File: src/rtl/freq_mag_reader.sv
// Sweeps the sliding-DFT frequency-bin BRAMs and streams re^2+im^2 per bin
// to a valid/ready sink, one bin every four cycles when the sink never stalls.
module freq_mag_reader #(
    parameter int data_w   = 20,
    parameter int addr_w   = 7,
    parameter int num_bins = 2**addr_w
) (
    input  logic                       clk,
    input  logic                       reset,
    input  logic                       start,
    output logic                       busy,
    output logic                       done,
    output logic                       r_en,
    output logic [addr_w-1:0]          r_addr,
    input  logic signed [data_w-1:0]   re_in,
    input  logic signed [data_w-1:0]   im_in,
    output logic [2*data_w-1:0]        mag_out,
    output logic [addr_w-1:0]          mag_addr,
    output logic                       mag_valid,
    input  logic                       mag_ready
);

    typedef enum logic [2:0] {
        IDLE  = 3'd0,
        READ  = 3'd1,
        LATCH = 3'd2,
        SUM   = 3'd3,
        OUT   = 3'd4,
        DONE  = 3'd5
    } state_t;

    localparam logic [addr_w-1:0] last_bin = addr_w'(num_bins - 1);

    state_t                state_r;
    state_t                next_state_s;
    logic [addr_w-1:0]     k_r;
    logic [addr_w-1:0]     k_next_s;
    logic                  handshake_s;
    logic signed [2*data_w-1:0] prod_re_s;
    logic signed [2*data_w-1:0] prod_im_s;
    logic [2*data_w-1:0]   sq_re_r;
    logic [2*data_w-1:0]   sq_im_r;
    logic                  busy_r;
    logic                  done_r;
    logic                  r_en_r;
    logic [addr_w-1:0]     r_addr_r;
    logic [2*data_w-1:0]   mag_out_r;
    logic [addr_w-1:0]     mag_addr_r;
    logic                  mag_valid_r;

    assign handshake_s = mag_valid_r && mag_ready;
    // Squares of a signed value are non-negative and fit in 2*data_w-1 bits.
    assign prod_re_s   = re_in * re_in;
    assign prod_im_s   = im_in * im_in;

    // Next-state and bin-counter logic.
    always_comb begin
        next_state_s = state_r;
        k_next_s     = k_r;
        case (state_r)
            IDLE: begin
                if (start) begin
                    next_state_s = READ;
                    k_next_s     = {addr_w{1'b0}};
                end else begin
                    next_state_s = IDLE;
                end
            end
            READ:  next_state_s = LATCH;
            LATCH: next_state_s = SUM;
            SUM:   next_state_s = OUT;
            OUT: begin
                if (handshake_s) begin
                    if (k_r == last_bin) begin
                        next_state_s = DONE;
                    end else begin
                        next_state_s = READ;
                        k_next_s     = k_r + addr_w'(1);
                    end
                end else begin
                    next_state_s = OUT;
                end
            end
            DONE:    next_state_s = IDLE;
            default: next_state_s = IDLE;
        endcase
    end

    // State and bin-counter registers.
    always_ff @(posedge clk) begin
        if (reset) begin
            state_r <= IDLE;
            k_r     <= {addr_w{1'b0}};
        end else begin
            state_r <= next_state_s;
            k_r     <= k_next_s;
        end
    end

    // Registered outputs decoded from the next state, plus the datapath.
    always_ff @(posedge clk) begin
        if (reset) begin
            busy_r      <= 1'b0;
            done_r      <= 1'b0;
            r_en_r      <= 1'b0;
            r_addr_r    <= {addr_w{1'b0}};
            sq_re_r     <= {(2*data_w){1'b0}};
            sq_im_r     <= {(2*data_w){1'b0}};
            mag_out_r   <= {(2*data_w){1'b0}};
            mag_addr_r  <= {addr_w{1'b0}};
            mag_valid_r <= 1'b0;
        end else begin
            busy_r      <= (next_state_s == READ) || (next_state_s == LATCH) ||
                           (next_state_s == SUM)  || (next_state_s == OUT);
            done_r      <= (next_state_s == DONE);
            r_en_r      <= (next_state_s == READ);
            mag_valid_r <= (next_state_s == OUT);
            // r_addr only moves when a read is issued, so it holds between reads.
            if (next_state_s == READ) begin
                r_addr_r <= k_next_s;
            end
            if (state_r == LATCH) begin
                sq_re_r <= prod_re_s;
                sq_im_r <= prod_im_s;
            end
            if (state_r == SUM) begin
                mag_out_r  <= sq_re_r + sq_im_r;
                mag_addr_r <= k_r;
            end
        end
    end

    assign busy      = busy_r;
    assign done      = done_r;
    assign r_en      = r_en_r;
    assign r_addr    = r_addr_r;
    assign mag_out   = mag_out_r;
    assign mag_addr  = mag_addr_r;
    assign mag_valid = mag_valid_r;

endmodule
File: config.mk
export PLATFORM = sky130hd
export DESIGN_NAME = freq_mag_reader
export DESIGN_NICKNAME = d
export VERILOG_FILES = /design/src/rtl/freq_mag_reader.sv
export SDC_FILE = /design/constraint.sdc
export NUM_CORES = 2
export LEC_CHECK = 0
export CELL_PAD_IN_SITES_DETAIL_PLACEMENT = 1
export CELL_PAD_IN_SITES_GLOBAL_PLACEMENT = 1
export CORE_MARGIN = 2
export CORE_UTILIZATION = 50
export CTS_CLUSTER_DIAMETER = 30
export DETAILED_ROUTE_END_ITERATION = 12
export HOLD_SLACK_MARGIN = 0.1
export PLACE_DENSITY_LB_ADDON = 0.1
export SYNTH_ARGS = -nofsm -noshare
export SYNTH_HDL_FRONTEND = slang
export SYNTH_SLANG_ARGS = --single-unit
File: constraint.sdc
create_clock -name clk -period 14.05 [get_ports clk]
set_input_delay 2.81 -clock clk [delete_from_list [all_inputs] [get_ports clk]]
set_output_delay 2.81 -clock clk [all_outputs]
set_load 0.02 [all_outputs]
==> results.env <==
SETUP.WORST_PATH.START_CLASS='primary input'
DRT_DRC_VIOLATIONS_LEFT=0
DR_TOTAL_VIAS=24800
GRT_START_MAX_NET_PINS=71
RSZ0062_AT_GRT='false'
START_UTIL_PCT=50.4
SYN_NETS=4790
DIE_OUTLINE_AREA_UM2=69800
TIMING.CRITICAL_PATH.TO_TYPE='register'
SYN_AVG_CELL_AREA_UM2=9.10
REPORT.FINAL.HOLD_VIOL_COUNT=0
MAXCLOCKFREQUENCY_MHz=96.9
HP-CLASS='register to register'
SHARE_OF_THE_CLOCK_PERIOD_USED_BY_THE_WORST_PATH_PCT=73.4
SHARE_OF_CELLS_ABOVE_DRIVE_STRENGTH_1_PCT=2.53
MET2_LENGTH_MM=47.4
FINALHOLDWORSTSLACK_NS=0.454
POSTCTSRESIZEDCELLS=0
CRITPATHSLOWESTCELL='sky130_fd_sc_hd__fa_1'
SYNTHDISTINCTLIBCELLS=79
CTS_TREE='yes'
WORST_PATH_MOST_REPEATED_CELL='sky130_fd_sc_hd__fa_1'
DETAIL_ROUTE.WIRELENGTH.MET1_MM=39.7
MAXCAPVIOLCOUNT=0
CTS_MADE_BUFFERS=17
ROUTEDWLPERCELL_UM=19.9
POSTSYNTHCELLCOUNT=3722
HIGHEST_LAYER='met4'
SYNTH_SEQ_CELLS=146
DETAILED_PLACE_HPWL_MM=77.0
VIAS_PER_CELL=5.36
DETAILEDROUTE.FIRSTPASSITERATIONCOUNT=5
FINALSETUPTNS_NS=0
CTS_SINKS=146
SYNTH_ENABLE_FLOP_CELLS=0
FINAL_NETS=4807
CLK-INSERTION-DELAY-LATE_NS=0.44
CTS_HTREE_LEVELS=4
CTS-ROOT-TO-SINK-BUFFERS=2
DRT-TOTAL-WL_MM=92.0
SETUP_CRIT_PATH_KIND='primary input to register'
MULTIINPUTGATEAREA_UM2=27000
CP_DATA_ARRIVAL_TIME_NS=10.69
FILLERS=7803
PATH_MAX_FANOUT=39
CP_SLOWEST_STAGE_DELAY_NS=0.72
REGISTER_AREA_UM2=2920
SYNTHESIS.AREA_UM2=33900
INITIAL_ANTENNA_VIOLATION_COUNT=1
REQUIRED_TIME_AT_THE_ENDPOINT_OF_THE_CRITICAL_PATH_NS=14.42
DIE_WIDTH_UM=264
ROW_COUNT=95
CLOCK_SKEW_NS=0.0182
CLKTRANSATPATHREGS_NS=0.07
CLOCK-ROOT-BUFFER='sky130_fd_sc_hd__clkbuf_16'
FINAL-MAX-SLEW-VIOLATION-COUNT=0
YS_SEQ_AREA_SHARE_PCT=8.63
OUTCOME='completed'
SYNTH_FLOP_CELL='sky130_fd_sc_hd__dfxtp_1'
POST-CTS-SETUP-BUFFER-COUNT=0
WORST_SLEW_PIN_SLEW_NS=1.20
MAX-SLEW-MARGIN-REL_PCT=19.9
BUFFER_PORTS.INSERTED=101
ASYNC_RESET_FF_SHARE_PCT=0
GLOBAL_ROUTE_TOTAL_USAGE_ACROSS_EVERY_LAYER_PCT=27.5
DIE_HEIGHT_UM=264
FINISH.UTILIZATION_PCT=54.1
HOLDBUFCOUNTCTS=0
NUMBER_OF_ENDPOINTS_FAILING_SETUP_AT_THE_FINAL_STAGE=0
GLOBAL_ROUTE.OVERFLOW_TOTAL=0
GRT_PASS1_VIAS=29000
INITIAL_DRC_COUNT=1056
ANTENNA_VIOLATING_NETS_POST_ROUTE=0
ANTENNADIODECOUNT=0
GRT_PASS1_WL_MM=152
PLACE_CONGESTION=0.889
AREA_GROWTH_PCT=7.26
IO_PINS=102
YOSYS_WARNINGS=0
FINALCRITICALPERIOD_NS=10.32
CORE_REGION_AREA_UM2=67200
WL_MET3_MM=2.69
==> synthesized netlist by cell type (all sizes together), types with 8 or more instances <==
cell / n / area share (%)
a21o: 49 / 1.1
dfxtp: 146 / 8.6
a31oi: 21 / 0.43
inv: 923 / 10
o21ai: 59 / 0.87
a31o: 8 / 0.23
a211oi: 28 / 0.69
fa: 767 / 45
xor2: 42 / 1.1
or3: 10 / 0.18
a41oi: 8 / 0.21
nand4: 24 / 0.44
nand3b: 9 / 0.20
o21a: 13 / 0.29
nor3: 30 / 0.47
nand2b: 11 / 0.20
clkbuf: 123 / 1.4
nor2b: 38 / 0.70
and3: 17 / 0.31
nand3: 34 / 0.50
nand2: 431 / 4.8
a21oi: 176 / 2.6
nor2: 124 / 1.4
buf: 12 / 0.16
o21bai: 17 / 0.39
xnor2: 87 / 2.3
and2: 159 / 2.9
ha: 257 / 9.5
==> final cells by class <==
class                           instances  share of cell area [%]
Sequential cell                       146                    8.05
Clock inverter                         13                   0.486
Multi-Input combinational cell       2516                    74.2
Clock buffer                           18                    1.21
Inverter                              924                    9.55
Timing Repair Buffer                  134                    3.46
Tap cell                              873                    3.01
==> worst paths after layout <==
kind,from,end,slack [ns],depth (start not counted)
setup / recovery,re_in[19],sq_re_r[38],3.73,25
hold / removal,mag_out[20],mag_out[20],0.45,2
setup reg to reg,sq_im_r[19],mag_out[33],10.66,10
hold reg to reg,mag_out[20],mag_out[20],0.45,2
==> through the flow <==
step / instances / setup WS, ns / instance area (µm²)
2_1_floorplan: 3722 / 4.83 / 33900
3_3_place_gp: 4593 / 3.49 / 35700
3_5_place_dp: 4593 / 3.34 / 35700
4_1_cts: 4624 / 3.78 / 36300
5_1_grt: 4624 / 3.25 / 36300
6_report: 4624 / 3.73 / 36300
==> layout by cell type (no fill, tap or decap), drive strengths merged, types with 6 or more instances in the layout <==
| cell | n |
|---|---|
| a31o | 8 |
| a21boi | 6 |
| o21a | 13 |
| ha | 257 |
| o21ai | 59 |
| nor3 | 30 |
| a21oi | 176 |
| clkdlybuf4s50 | 100 |
| mux2i | 6 |
| a21o | 49 |
| nand4 | 24 |
| and3 | 17 |
| or3 | 10 |
| clkbuf | 18 |
| a31oi | 21 |
| inv | 928 |
| a211oi | 28 |
| nor4b | 6 |
| and2 | 159 |
| or2 | 6 |
| buf | 34 |
| nor2b | 38 |
| nand3b | 9 |
| xor2 | 42 |
| fa | 767 |
| or4 | 6 |
| dfxtp | 146 |
| a41oi | 8 |
| o21bai | 17 |
| nand2b | 11 |
| nand2 | 431 |
| nor2 | 124 |
| o211ai | 6 |
| xnor2 | 87 |
| nand3 | 34 |
==> critical path: cells and delay by family <==
kind | cells | cell delay, ns
AOI/OAI and AO/OA | 5 | 1.10
adders and majority gates | 8 | 4.33
buffers and inverters | 7 | 1.42
and+or+nand+nor | 5 | 1.01
==> state kept, by name, summed over array words and instances, names as in the netlist <==
register   flops
busy           1
done           1
k_r            7
mag_addr       7
mag_out       40
mag_valid      1
r_addr         7
r_en           1
sq_im_r       39
sq_re_r       39
state_r        3
==> metal layers <==
layer  up-vias  global-route usage [%]
met5         -                       0
met4         0                    6.94
met3       121                    1.99
met2       442                    49.6
met1     13000                    35.9
li1      11300                       -
==> cell families after synthesis <==
group | Yosys count | synth area share, %
AOI/OAI and AO/OA | 442 | 8.44
xor gates and xnor gates | 129 | 3.34
adders and majority gates | 1024 | 54.8
buffers and inverters | 1060 | 11.8
DFF | 146 | 8.63
muxes | 8 | 0.244
and+or+nand+nor | 913 | 12.7
Power is not shown: default switching activity piles up to over one toggle a cycle in this logic, so the estimate is an artifact.
